[config.mk]
export PLATFORM = sky130hd
export DESIGN_NAME = vex_bus_bridge
export DESIGN_NICKNAME = d
export VERILOG_FILES = /design/src/rtl/vex_bus_bridge.sv
export SDC_FILE = /design/constraint.sdc
export NUM_CORES = 1
export LEC_CHECK = 0
export ABC_CLOCK_PERIOD_IN_PS = 1990
export BUFFER_PORTS_ARGS = -buffer_cell sky130_fd_sc_hd__buf_2
export CAP_MARGIN = 20
export CORE_AREA = 2 2 109 111
export CTS_CLUSTER_SIZE = 16
export DETAILED_ROUTE_END_ITERATION = 8
export DIE_AREA = 0 0 111 113
export SLEW_MARGIN = 20
export SYNTH_ARGS = -nofsm -noshare
export SYNTH_HDL_FRONTEND = slang
export SYNTH_SLANG_ARGS = --single-unit
[constraint.sdc]
create_clock -name clk -period 1.99 [get_ports clk]
set_input_delay 0.199 -clock clk [delete_from_list [all_inputs] [get_ports clk]]
set_output_delay 0.199 -clock clk [all_outputs]
set_load 0.01 [all_outputs]
[src/rtl/vex_bus_bridge.sv]
// ---------------------------------------------------------------------------
// vex_bus_bridge
//
// Responder end of the VexRiscv simple iBus/dBus interface. Instruction
// fetches and data commands are arbitrated onto one shared memory bus with
// 1-cycle read latency (RAM, MMIO, ROM). Each read gets exactly one
// response in the following cycle. Writes get no response and can be
// issued back to back. The bridge issues nothing while the debug unit
// owns the shared bus (bus_busy).
//
// Parameters:
//   MAP_TOP   first unmapped address. Commands at or above it get an error
//             response and no bus cycle.
//
// Optional feature macro:
//   VEXBUS_FAIR_ARB_EN  when defined, a simultaneous iBus/dBus request
//                       goes to iBus if the previous grant went to dBus.
//                       Otherwise dBus always has priority.
//
// Ports:
//   clk, reset                 clock, synchronous active-high reset
//   ibus_cmd_valid/ready/pc    fetch command handshake and address
//   ibus_rsp_valid/error/inst  fetch response pulse, error flag, word
//   dbus_cmd_valid/ready       data command handshake
//   dbus_cmd_wr/mask/address/data/size  data command payload (size unused)
//   dbus_rsp_ready/error/data  read response pulse, error flag, word
//   bus_busy                   debugger owns the shared bus this cycle
//   mem_op/adr/wren/di         shared-bus strobe, address, byte writes, data
//   mem_do                     shared-bus read data, one cycle after mem_op
// ---------------------------------------------------------------------------
module vex_bus_bridge #(
  parameter logic [31:0] MAP_TOP = 32'h0003_0000
) (
  input  logic        clk,
  input  logic        reset,
  input  logic        ibus_cmd_valid,
  output logic        ibus_cmd_ready,
  input  logic [31:0] ibus_cmd_pc,
  output logic        ibus_rsp_valid,
  output logic        ibus_rsp_error,
  output logic [31:0] ibus_rsp_inst,
  input  logic        dbus_cmd_valid,
  output logic        dbus_cmd_ready,
  input  logic        dbus_cmd_wr,
  input  logic [3:0]  dbus_cmd_mask,
  input  logic [31:0] dbus_cmd_address,
  input  logic [31:0] dbus_cmd_data,
  input  logic [1:0]  dbus_cmd_size,
  output logic        dbus_rsp_ready,
  output logic        dbus_rsp_error,
  output logic [31:0] dbus_rsp_data,
  input  logic        bus_busy,
  output logic        mem_op,
  output logic [31:0] mem_adr,
  output logic [3:0]  mem_wren,
  output logic [31:0] mem_di,
  input  logic [31:0] mem_do
);

  typedef enum logic [1:0] {IDLE, IRESP, DRESP} state_t;

  state_t      state, next_state;
  logic        err_q, err_d;
  logic        grant_d, grant_i;
  logic        mapped;
  logic [31:0] grant_addr;

  // Access size only matters to the CPU; the byte mask already says it all.
  logic unused_size;
  assign unused_size = ^dbus_cmd_size;

`ifdef VEXBUS_FAIR_ARB_EN
  logic last_d;
`endif

  // Arbitration: only in IDLE, out of reset, and while the debugger is off
  // the bus. Pending commands simply wait with valid held high.
  always_comb begin
    grant_d = 1'b0;
    grant_i = 1'b0;
    if (!reset && state == IDLE && !bus_busy) begin
`ifdef VEXBUS_FAIR_ARB_EN
      grant_d = dbus_cmd_valid && !(ibus_cmd_valid && last_d);
`else
      grant_d = dbus_cmd_valid;
`endif
      grant_i = ibus_cmd_valid && !grant_d;
    end
  end

  assign grant_addr = grant_d ? dbus_cmd_address : ibus_cmd_pc;
  assign mapped     = grant_addr < MAP_TOP;

  // Next state and all outputs. Unmapped grants still handshake but never
  // touch the bus; their error is remembered for the response cycle. The
  // response data is taken straight from mem_do because the bus answers
  // exactly one cycle after the strobe.
  always_comb begin
    next_state     = state;
    err_d          = err_q;
    ibus_cmd_ready = 1'b0;
    dbus_cmd_ready = 1'b0;
    ibus_rsp_valid = 1'b0;
    ibus_rsp_error = 1'b0;
    ibus_rsp_inst  = 32'h0;
    dbus_rsp_ready = 1'b0;
    dbus_rsp_error = 1'b0;
    dbus_rsp_data  = 32'h0;
    mem_op         = 1'b0;
    mem_adr        = 32'h0;
    mem_wren       = 4'h0;
    mem_di         = 32'h0;
    if (reset) begin
      next_state = IDLE;
    end else begin
      case (state)
        IDLE: begin
          if (grant_d || grant_i) begin
            dbus_cmd_ready = grant_d;
            ibus_cmd_ready = grant_i;
            if (mapped) begin
              mem_op   = 1'b1;
              mem_adr  = grant_addr;
              mem_di   = dbus_cmd_data;
              mem_wren = (grant_d && dbus_cmd_wr) ? dbus_cmd_mask : 4'h0;
            end
            if (grant_i) begin
              next_state = IRESP;
              err_d      = !mapped;
            end else if (!dbus_cmd_wr) begin
              next_state = DRESP;
              err_d      = !mapped;
            end
          end
        end
        IRESP: begin
          ibus_rsp_valid = 1'b1;
          ibus_rsp_error = err_q;
          ibus_rsp_inst  = err_q ? 32'h0 : mem_do;
          next_state     = IDLE;
        end
        DRESP: begin
          dbus_rsp_ready = 1'b1;
          dbus_rsp_error = err_q;
          dbus_rsp_data  = err_q ? 32'h0 : mem_do;
          next_state     = IDLE;
        end
        default: next_state = IDLE;
      endcase
    end
  end

  always_ff @(posedge clk) begin
    if (reset) begin
      state <= IDLE;
      err_q <= 1'b0;
    end else begin
      state <= next_state;
      err_q <= err_d;
    end
  end

`ifdef VEXBUS_FAIR_ARB_EN
  // Remembers who won the most recent grant, reads and writes alike.
  always_ff @(posedge clk) begin
    if (reset) begin
      last_d <= 1'b0;
    end else if (grant_d || grant_i) begin
      last_d <= grant_d;
    end
  end
`endif

endmodule

==> reports/results.tsv, run 1 <==
metric	value	unit
outcome	complete, but fails checks	
failing checks	negative setup slack	
Yosys cell types	26	
hpwl dp	6710	um
Required @ worst endpoint	1790	ps
Inserted Clock Buffers	3	
worst slack, placed	147	ps
I/O pins	279	
Final Cell Area	3350	um^2
die height	113	um
overall routing resource usage	0.117	
Max Cap Viol	0	
H-tree levels	1	
n_diodes	0	
Core ar.	11300	um^2
post-route worst setup slack	-59.1	ps
initial antenna violation count	0	
Yosys warning count	0	
Nets	668	
worst-path maximum fanout	5	
PwrDens	216	nW/um^2
Clock Path Buffers	2	
clock latency on the worst-skew pair	220	ps
residual DRC count	0	
CP Data Arrival Time	1850	ps
pin count of the biggest net entering global routing	36	
total power	725	uW
die width	111	um
buffers added on ports	262	
die area	12500	um^2
Layout area overhead	114	%
Final Hold Fails	0	
Worst setup SP type	flop	
final std cells w/o fill	670	
number of nets with antenna violations after routing	0	
root buf cell	clkbuf_16	
Initial Util	0.139	
Synth Instances	262	
Post-DP Area	3030	um^2
vias after detailed routing	2808	
syn_area_per_cell	5.98	um^2
Slew Viols, Final	0	
CTS sink count	3	
fill cell count	1255	
Peak VDD IR	177	uV
first-pass iteration count of the detailed router	4	
CP Capture Type	output pin	
setup violators final	21	
Leakage	1.90	nW
sequential fraction of the synthesis area	0.0383	
placed cell count	653	
CP Cell Sequence	nor4_4 -> nand2_1 -> inv_2 -> mux2i_4 -> buf_4 -> clkbuf_16 -> nor3b_2 -> buf_2	
row count	39	
Via density	4.19	
total routed wirelength	8310	um
WL/cell	12.4	um
worst hold path class	in2reg	
DRT iter0 DRCs	100	
slowest cell delay on critical path	320	ps
routability cong.	0.744	
critical path class	reg2out	
fin crit share	1.03	
clock-pin slew on the worst setup and hold paths	30	ps
vias in the first global route	2550	
share of cells above drive strength 1	0.634	
RSZ-0062 raised after global routing	yes	
crit path max-delay cell type	dfxtp_2	
fmax	0.488	GHz
CTS tree	yes	
area used by multi-input combinational logic	1350	um^2
Synth Register Bits	3	
final critical-path required period	2050	ps
first-pass GRT wire length	12200	um
Register Area	61.3	um^2
GRT overflow	0	
Cell Area, Synth	1570	um^2
Final Skew	1.25	ps
## cells in the mapped netlist, drive strengths merged
master | count | area [um^2]
a211oi | 2 | 15.0
a21oi | 19 | 95.1
and2 | 1 | 6.26
and3b | 2 | 17.5
and4 | 6 | 52.6
buf | 25 | 184
clkbuf | 15 | 56.3
clkinv | 1 | 3.75
conb | 1 | 3.75
dfxtp | 3 | 60.1
inv | 3 | 11.3
mux2 | 1 | 11.3
mux2i | 1 | 13.8
nand2 | 34 | 128
nand3 | 36 | 180
nor2 | 70 | 263
nor3b | 32 | 385
nor4 | 7 | 58.8
o21a | 1 | 7.51
o21ai | 1 | 5.00
or3b | 1 | 8.76
## path summary, 6_finish.rpt
path / slack (ps) / start / to / depth (start not counted)
max: -60 / state[1]$_SDFFE_PP0P_ / mem_di[3] / 8
min: 220 / dbus_cmd_wr / state[1]$_SDFFE_PP0P_ / 2
max reg2reg: 280 / state[1]$_SDFFE_PP0P_ / err_q$_SDFFE_PP0P_ / 7
min reg2reg: 890 / state[1]$_SDFFE_PP0P_ / state[0]$_SDFFE_PP0P_ / 4
## layout make-up
type | instances | share of cell area
Multi-Input combinational cell | 228 | 0.402
Inverter | 4 | 0.00448
Clock buffer | 4 | 0.0235
Tap cell | 143 | 0.0534
Sequential cell | 3 | 0.0183
Timing Repair Buffer | 288 | 0.498
## stage by stage
| step | hold slack [ps] | TNS (ps) | utilization |
|---|---|---|---|
| 6_report | 219 | -942 | 0.297 |
| 5_1_grt | 247 | -4530 | 0.297 |
| 4_1_cts | 229 | -1250 | 0.288 |
| 3_5_place_dp | 463 | 0 | 0.269 |
| 3_3_place_gp | 462 | 0 | 0.269 |
| 2_1_floorplan | 271 | 0 | - |
## kinds of logic after synthesis
group | share of synthesized area
AO/OA/AOI/OAI | 0.0783
buffers and inverters | 0.163
flip-flops | 0.0383
multiplexers | 0.0160
other | 0.00239
AND/OR/NAND/NOR | 0.702
## timing repair
action | CTS | global route
setup endpoints to repair | 39 | 54
hold buffers | 0 | 0
hold endpoints to repair | 0 | 0
pin swaps | 1 | 7
cloned | 2 | 2
gates resized for setup | 8 | 12
setup buffers | 6 | 4
## where the power goes
part | internal (mW) | switching (mW) | total, mW
Clock | 0.264 | 0.0541 | 0.318
Sequential | 0.0639 | 0.00192 | 0.0658
Combinational | 0.169 | 0.172 | 0.341
Total | 0.497 | 0.228 | 0.725
## registers in the layout, summed over array words and instances (netlist names)
signal,cells
state,2
err_q,1
## critical path, delay by kind of cell (launching register included)
| kind | cells | cell delay, ps |
|---|---|---|
| flip-flops | 1 | 320 |
| buffers and inverters | 4 | 540 |
| AND/OR/NAND/NOR | 3 | 460 |
| multiplexers | 1 | 300 |
## placed cells by master, fill, tap and decap left out, types with 2 or more instances in the layout
| cell | count |
|---|---|
| and4_1 | 6 |
| buf_4 | 13 |
| nor3b_2 | 29 |
| buf_6 | 4 |
| a21oi_2 | 5 |
| conb_1 | 14 |
| buf_2 | 261 |
| and3b_1 | 2 |
| a21oi_1 | 14 |
| dfxtp_1 | 2 |
| nor4_1 | 6 |
| nand2_1 | 34 |
| inv_1 | 2 |
| clkbuf_16 | 5 |
| buf_12 | 5 |
| buf_16 | 2 |
| a211oi_1 | 2 |
| nor2_1 | 69 |
| nor3b_1 | 3 |
| nand3_1 | 36 |
## layer usage
metal / up-vias / wire length [um] / part of all wire / GRT usage
met2: 176 / 4390 / 0.53 / 0.224
met1: 1238 / 3120 / 0.38 / 0.133
li1: 1388 / - / - / -
met4: 0 / 77 / 0.0093 / 0.0383
met5: - / 0 / 0 / 0
met3: 6 / 728 / 0.088 / 0.0177
(Power assumes the default switching activity.)
==> run 2: changes to the inputs <==
==> config.mk (replaced) <==
export PLATFORM = sky130hd
export DESIGN_NAME = vex_bus_bridge
export DESIGN_NICKNAME = d
export VERILOG_FILES = /design/src/rtl/vex_bus_bridge.sv
export SDC_FILE = /design/constraint.sdc
export NUM_CORES = 1
export LEC_CHECK = 0
export ABC_AREA = 1
export ABC_CLOCK_PERIOD_IN_PS = 1990
export CAP_MARGIN = 20
export CORE_AREA = 2 2 108 110
export CTS_CLUSTER_SIZE = 16
export DETAILED_ROUTE_END_ITERATION = 8
export DIE_AREA = 0 0 110 112
export DONT_BUFFER_PORTS = 1
export PLACE_DENSITY = 0.4
export SLEW_MARGIN = 20
export SYNTH_ARGS = -nofsm -noshare
export SYNTH_HDL_FRONTEND = slang
export SYNTH_SLANG_ARGS = --single-unit
==> reports/results.tsv, run 2 <==
metric	value	unit	change
Main synth FF type	dfxtp_1		
biggest regs	state (2), err_q (1)		
sequential fraction of the synthesis area	0.0356		-0.00276
n_diodes	0		unchanged
Synth top cells by count	nand2_1, nor2_1, nor2_2		
Layout area overhead	45.4	%	
clock latency on the worst-skew pair	220	ps	about the same
CP Cell Sequence	nor2_4 -> nand4_4 -> nand2_1 -> o21ai_0 -> nand2_1 -> nand2_1 -> nor2_2 -> nand3_4 -> clkbuf_16 -> nor2_2 -> buf_4		
top-area cell type share of the netlist area	0.198		-0.0337
Area contributors post-synth	nand2_1, nor2_2, nor2_1, inv_1, mux2i_1		
worst hold path class	in2reg		
Initial Util	0.151		+0.0121
Setup crit start	state[1]$_SDFFE_PP0P_		
Synth Instances	335		+28%
setup violators final	55		+160%
failing checks	negative setup slack		
internal cell power	414	uW	-17%
CTS sink count	3		unchanged
share of cells above drive strength 1	0.357		-0.276
fin crit share	1.10		+0.0702
initial antenna violation count	0		unchanged
number of nets with antenna violations after routing	0		unchanged
Core ar.	11200	um^2	-0.87%
H-tree levels	1		unchanged
EDFF count, synth	0		unchanged
final critical-path required period	2190	ps	+140 ps
Hold Crit Start	reset		
WL/cell	12.3	um	-1.1%
residual DRC count	0		unchanged
Largest delay share family, worst path	simple AND/OR/NAND/NOR gates		
Cell Area, Synth	1690	um^2	+7.7%
most common cell after layout, fill and taps aside	nand2_1		
hold depth	3		+1
root buf cell	clkbuf_16		
syn_area_per_cell	5.04	um^2	-16%
Required @ worst endpoint	1790	ps	about the same
Nets	544		-19%
P_sw	214	uW	-6.4%
Clock Path Buffers	2		unchanged
Leakage	1.54	nW	-19%
crit path max-delay cell type	dfxtp_2		
r2r setup slk	410	ps	+130 ps
Slew Viols, Final	0		unchanged
critical path class	reg2out		
first-pass GRT wire length	9200	um	-24%
Logic pwr share	0.383		-0.087
first-pass iteration count of the detailed router	5		+1
Worst setup SP type	flop		
GRT overflow	0		unchanged
DRT iter0 DRCs	51		-49%
Inserted Clock Buffers	3		unchanged
CP Buf/Inv Count	2		-2
sw frac	0.340		+0.0255
Final Hold Fails	0		unchanged
row count	39		unchanged
WHS Endpoint	err_q$_SDFFE_PP0P_		
Final Skew	0.746	ps	-0.507 ps
CP Capture Type	output pin		
Via density	3.99		-4.8%
overall routing resource usage	0.0941		-0.0229
max reg flops	2		unchanged
Seq pwr share	0.105		+0.014
die area	12300	um^2	-1.8%
outcome	complete, but fails checks		
Largest Register	state		
total routed wirelength	6700	um	-19%
Yosys cell types	17		-35%
area leader, netlist	nand2_1		
reg2reg end	err_q$_SDFFE_PP0P_		
buffers added on ports	0		-100%
RSZ-0062 raised after global routing	yes		
I/O pins	279		unchanged
hpwl dp	5640	um	-16%
worst hold margin	130	ps	-88.8 ps
routability cong.	0.744		-0.11%
Synth Register Bits	3		unchanged
vias after detailed routing	2178		-22%
placed cell count	539		-17%
final std cells w/o fill	546		-19%
FF-to-FF path depth	9		+2
die width	110	um	-0.90%
Yosys warning count	0		unchanged
CTS tree	yes		
critical path's most frequent cell	nand2_1		
Max Cap Viol	0		unchanged
CP Data Arrival Time	1990	ps	+140 ps
vias in the first global route	1959		-23%
worst-path maximum fanout	25		+20
PwrDens	256	nW/um^2	+18%
clock power share	0.512		+0.073
most frequent cell after synthesis	nand2_1		
clock-pin slew on the worst setup and hold paths	30	ps	about the same
die height	112	um	-0.88%
fraction of registers with async set/reset	0		unchanged
FF-to-FF Start	state[1]$_SDFFE_PP0P_		
pin count of the biggest net entering global routing	51		+42%
commonest non-fill, non-tap cells in the layout	nand2_1, nor2_1, buf_4		
post-route worst setup slack	-199	ps	-140 ps
fill cell count	1274		+1.5%
fmax	0.457	GHz	-6.4%
slowest cell delay on critical path	320	ps	about the same
Peak VDD IR	192	uV	+8.6%
==> run 2: cell types whose count changed after synthesis, moves of 19 or more <==
cell,delta
inv_1,+47
a21oi_1,-19
nand2_1,+55
nand3_1,-32
nor3b_2,-29
nor2_2,+52
==> run 2: kinds of logic after synthesis <==
logic type | count (synthesis) | synth area share
compound gates | 3 | 0.00889
mux | 16 | 0.0949
buf+inv | 82 | 0.244
simple gates | 230 | 0.615
other cells | 1 | 0.00222
flops | 3 | 0.0356
==> run 2: layer usage <==
metal  wire length, um  vias up  track usage
met4                82        0       0.0253
met3               808        6       0.0304
met5                 0        -            0
li1                  -     1083            -
met2              3640      164        0.187
met1              2170      925       0.0891
==> run 2: worst max-delay path by stage <==
stage,endpoint,slack (ps),depth (start not counted)
2_1_floorplan,mem_adr[0],200,11
3_3_place_gp,mem_di[1],-50,11
3_5_place_dp,mem_di[31],-80,10
4_1_cts,mem_di[31],-280,13
5_1_grt,mem_adr[9],-400,11
6_report,mem_di[14],-200,11
==> run 2: metrics by stage <==
| step | area (um^2) | util | total power [mW] | worst slack, ps | TNS (ps) |
|---|---|---|---|---|---|
| 2_1_floorplan | 1740 | - | 0.268 | 201 | 0 |
| 3_3_place_gp | 2300 | 0.206 | 0.298 | -47.2 | -976 |
| 3_5_place_dp | 2300 | 0.206 | 0.303 | -81.1 | -1680 |
| 4_1_cts | 2400 | 0.215 | 0.636 | -284 | -12030 |
| 5_1_grt | 2450 | 0.220 | 0.688 | -397 | -18810 |
| 6_report | 2450 | 0.220 | 0.628 | -199 | -8220 |
==> run 2: timing repair <==
item	4_1_cts	5_1_grt
gates cloned	1	1
endpoints found under the hold margin	0	0
hold buffers	0	0
setup endpoints to repair	55	72
setup buffers	0	1
resized for setup	2	5
pin swaps	1	2
==> run 2: power groups by stage <==
| stage | clock network, mW | logic [mW] | registers, mW |
|---|---|---|---|
| floorplan | 0 | 0.202 | 0.0664 |
| global placement | 0 | 0.232 | 0.0665 |
| detailed placement | 0 | 0.237 | 0.0666 |
| CTS | 0.327 | 0.243 | 0.0657 |
| global route | 0.340 | 0.282 | 0.0664 |
| finish | 0.322 | 0.241 | 0.0661 |
==> run 2: worst register-to-register path, cell delays in order (launching register included) <==
cell	delay, ps
dfxtp_2	320
nor2_4	170
nand4_4	180
buf_4	200
buf_4	120
o21ai_0	270
nor2_1	70
nor2_1	100
nand2_1	60
inv_1	40
==> run 2: area by class of cell <==
class	count	area, um^2	area share
multi-input combinational	264	1290	0.527
timing repair buffer	82	653	0.266
inverter	50	188	0.0765
tap	143	179	0.0729
clock buffer	4	78.8	0.0321
sequential	3	62.6	0.0255
==> run 3: changes to the inputs <==
--- a/config.mk
+++ b/config.mk
@@ -13,7 +13,7 @@
 export DETAILED_ROUTE_END_ITERATION = 8
 export DIE_AREA = 0 0 110 112
 export DONT_BUFFER_PORTS = 1
-export PLACE_DENSITY = 0.4
+export PLACE_DENSITY = 0.3
 export SLEW_MARGIN = 20
 export SYNTH_ARGS = -nofsm -noshare
 export SYNTH_HDL_FRONTEND = slang
==> reports/results.tsv, run 3 (synthesized netlist as in run 2, its figures left out) <==
metric	value	unit	change
outcome	complete, but fails checks		
failing checks	negative setup slack		
Final Hold Fails	0		unchanged
fmax	0.434	GHz	-4.9%
H-tree levels	1		unchanged
r2r setup slk	260	ps	-150 ps
post-route worst setup slack	-313	ps	-114 ps
most common cell after layout, fill and taps aside	nand2_1		
internal cell power	423	uW	+2.0%
Nets	545		+0.18%
Via density	4.01		+0.50%
CP Capture Type	output pin		
overall routing resource usage	0.106		+0.0115
n_diodes	0		unchanged
Largest Register	state		
residual DRC count	0		unchanged
Final Skew	3.47	ps	+2.72 ps
sw frac	0.361		+0.0212
total power	662	uW	+5.4%
number of nets with antenna violations after routing	0		unchanged
first-pass iteration count of the detailed router	4		-1
Peak VDD IR	256	uV	+33%
Clock Path Buffers	2		unchanged
I/O pins	279		unchanged
Core ar.	11200	um^2	unchanged
worst hold margin	124	ps	-5.95 ps
initial antenna violation count	0		unchanged
RSZ-0062 raised after global routing	yes		
setup violators final	55		unchanged
Slew Viols, Final	0		unchanged
GRT overflow	0		unchanged
P_sw	239	uW	+12%
die height	112	um	unchanged
Layout area overhead	58.6	%	
pin count of the biggest net entering global routing	35		-31%
worst slack, placed	-118	ps	-36.8 ps
worst hold path class	in2reg		
Seq pwr share	0.100		-0.005
critical path class	reg2out		
die width	110	um	unchanged
CTS tree	yes		
Global Route met1 Usage	0.0915		+0.00237
clock power share	0.492		-0.020
die area	12300	um^2	unchanged
vias after detailed routing	2193		+0.69%
Required @ worst endpoint	1790	ps	about the same
buffers added on ports	0		unchanged
Max Cap Viol	0		unchanged
vias in the first global route	2069		+5.6%
CTS sink count	3		unchanged
fill cell count	1241		-2.6%
first-pass GRT wire length	9930	um	+7.9%
met2 Use GR	0.221		+0.0339
clock latency on the worst-skew pair	230	ps	about the same
Core Util, Final	0.240		+0.0199
met3 usage	0.0275		-0.00293
GR peak layer	met2		
Initial Util	0.151		unchanged
clock-pin slew on the worst setup and hold paths	30	ps	about the same
Leakage	1.56	nW	+1.6%
PwrDens	247	nW/um^2	-3.4%
share of cells above drive strength 1	0.376		+0.0189
routability cong.	0.830		+12%
Logic pwr share	0.408		+0.025
hpwl dp	5460	um	-3.2%
WL/cell	13.0	um	+6.0%
worst-path maximum fanout	7		-72%
commonest non-fill, non-tap cells in the layout	nand2_1, nor2_1, buf_4		
biggest regs	state (2), err_q (1)		
Inserted Clock Buffers	3		unchanged
total routed wirelength	7120	um	+6.2%
row count	39		unchanged
fin crit share	1.16		+0.0572
DRT iter0 DRCs	62		+22%
CP Data Arrival Time	2100	ps	+110 ps
max reg flops	2		unchanged
Worst setup SP type	flop		
final critical-path required period	2300	ps	+114 ps
root buf cell	clkbuf_16		
[run 3: cell count changes in the layout (fill, tap and decap cells not counted), sizes merged]
cell	before	now
buf	81	80
nand4	2	3
clkbuf	5	6
[run 3: final cells by class]
type,instances,area [um^2],share of cell area
Clock buffer,4,78.8,0.0294
Timing Repair Buffer,82,702,0.262
Multi-Input combinational cell,265,1470,0.548
Sequential cell,3,62.6,0.0234
Tap cell,143,179,0.0668
Inverter,50,188,0.0701
[run 3: final timing paths]
path                          from                  to  depth (start not counted)
max          state[1]$_SDFFE_PP0P_           mem_di[0]                         12
min                          reset  err_q$_SDFFE_PP0P_                          3
max reg2reg  state[1]$_SDFFE_PP0P_  err_q$_SDFFE_PP0P_                         15
min reg2reg     err_q$_SDFFE_PP0P_  err_q$_SDFFE_PP0P_                          4
[run 3: per-stage QoR]
stage	cells	instance area, um^2	TNS (ps)
finish	547	2680	-15170
global placement	533	2270	-2060
CTS	544	2560	-14720
global route	547	2680	-23610
floorplan	348	1740	0
detailed placement	533	2270	-2000
[run 3: layer usage]
layer	vias to the layer above	routed length, um
met2	160	4090
li1	1084	-
met1	945	2230
met3	4	717
met5	-	0
met4	0	87
[run 3: repair_timing]
action | in CTS | in global routing
pin swaps | 3 | 12
buffers inserted | 3 | 2
hold buffers | 0 | 0
cloned | 4 | 3
setup endpoints to repair | 55 | 55
gates resized for setup | 22 | 25
[run 3: power by group through the flow]
stage | Sequential (mW) | Combinational, mW | Clock [mW]
floorplan | 0.0664 | 0.202 | 0
global placement | 0.0665 | 0.237 | 0
detailed placement | 0.0664 | 0.240 | 0
CTS | 0.0656 | 0.258 | 0.330
global route | 0.0664 | 0.312 | 0.337
finish | 0.0659 | 0.270 | 0.326
[run 3: worst max-delay path, cell delays in order (launching register included)]
cell	delay [ps]
dfxtp_2	320
nor2_4	160
buf_6	130
nand4_4	110
nand2_1	110
nand2_1	50
nor2_1	110
nand2_1	100
nor2_4	150
nand3_4	190
clkbuf_16	220
nor2_1	90
buf_4	130
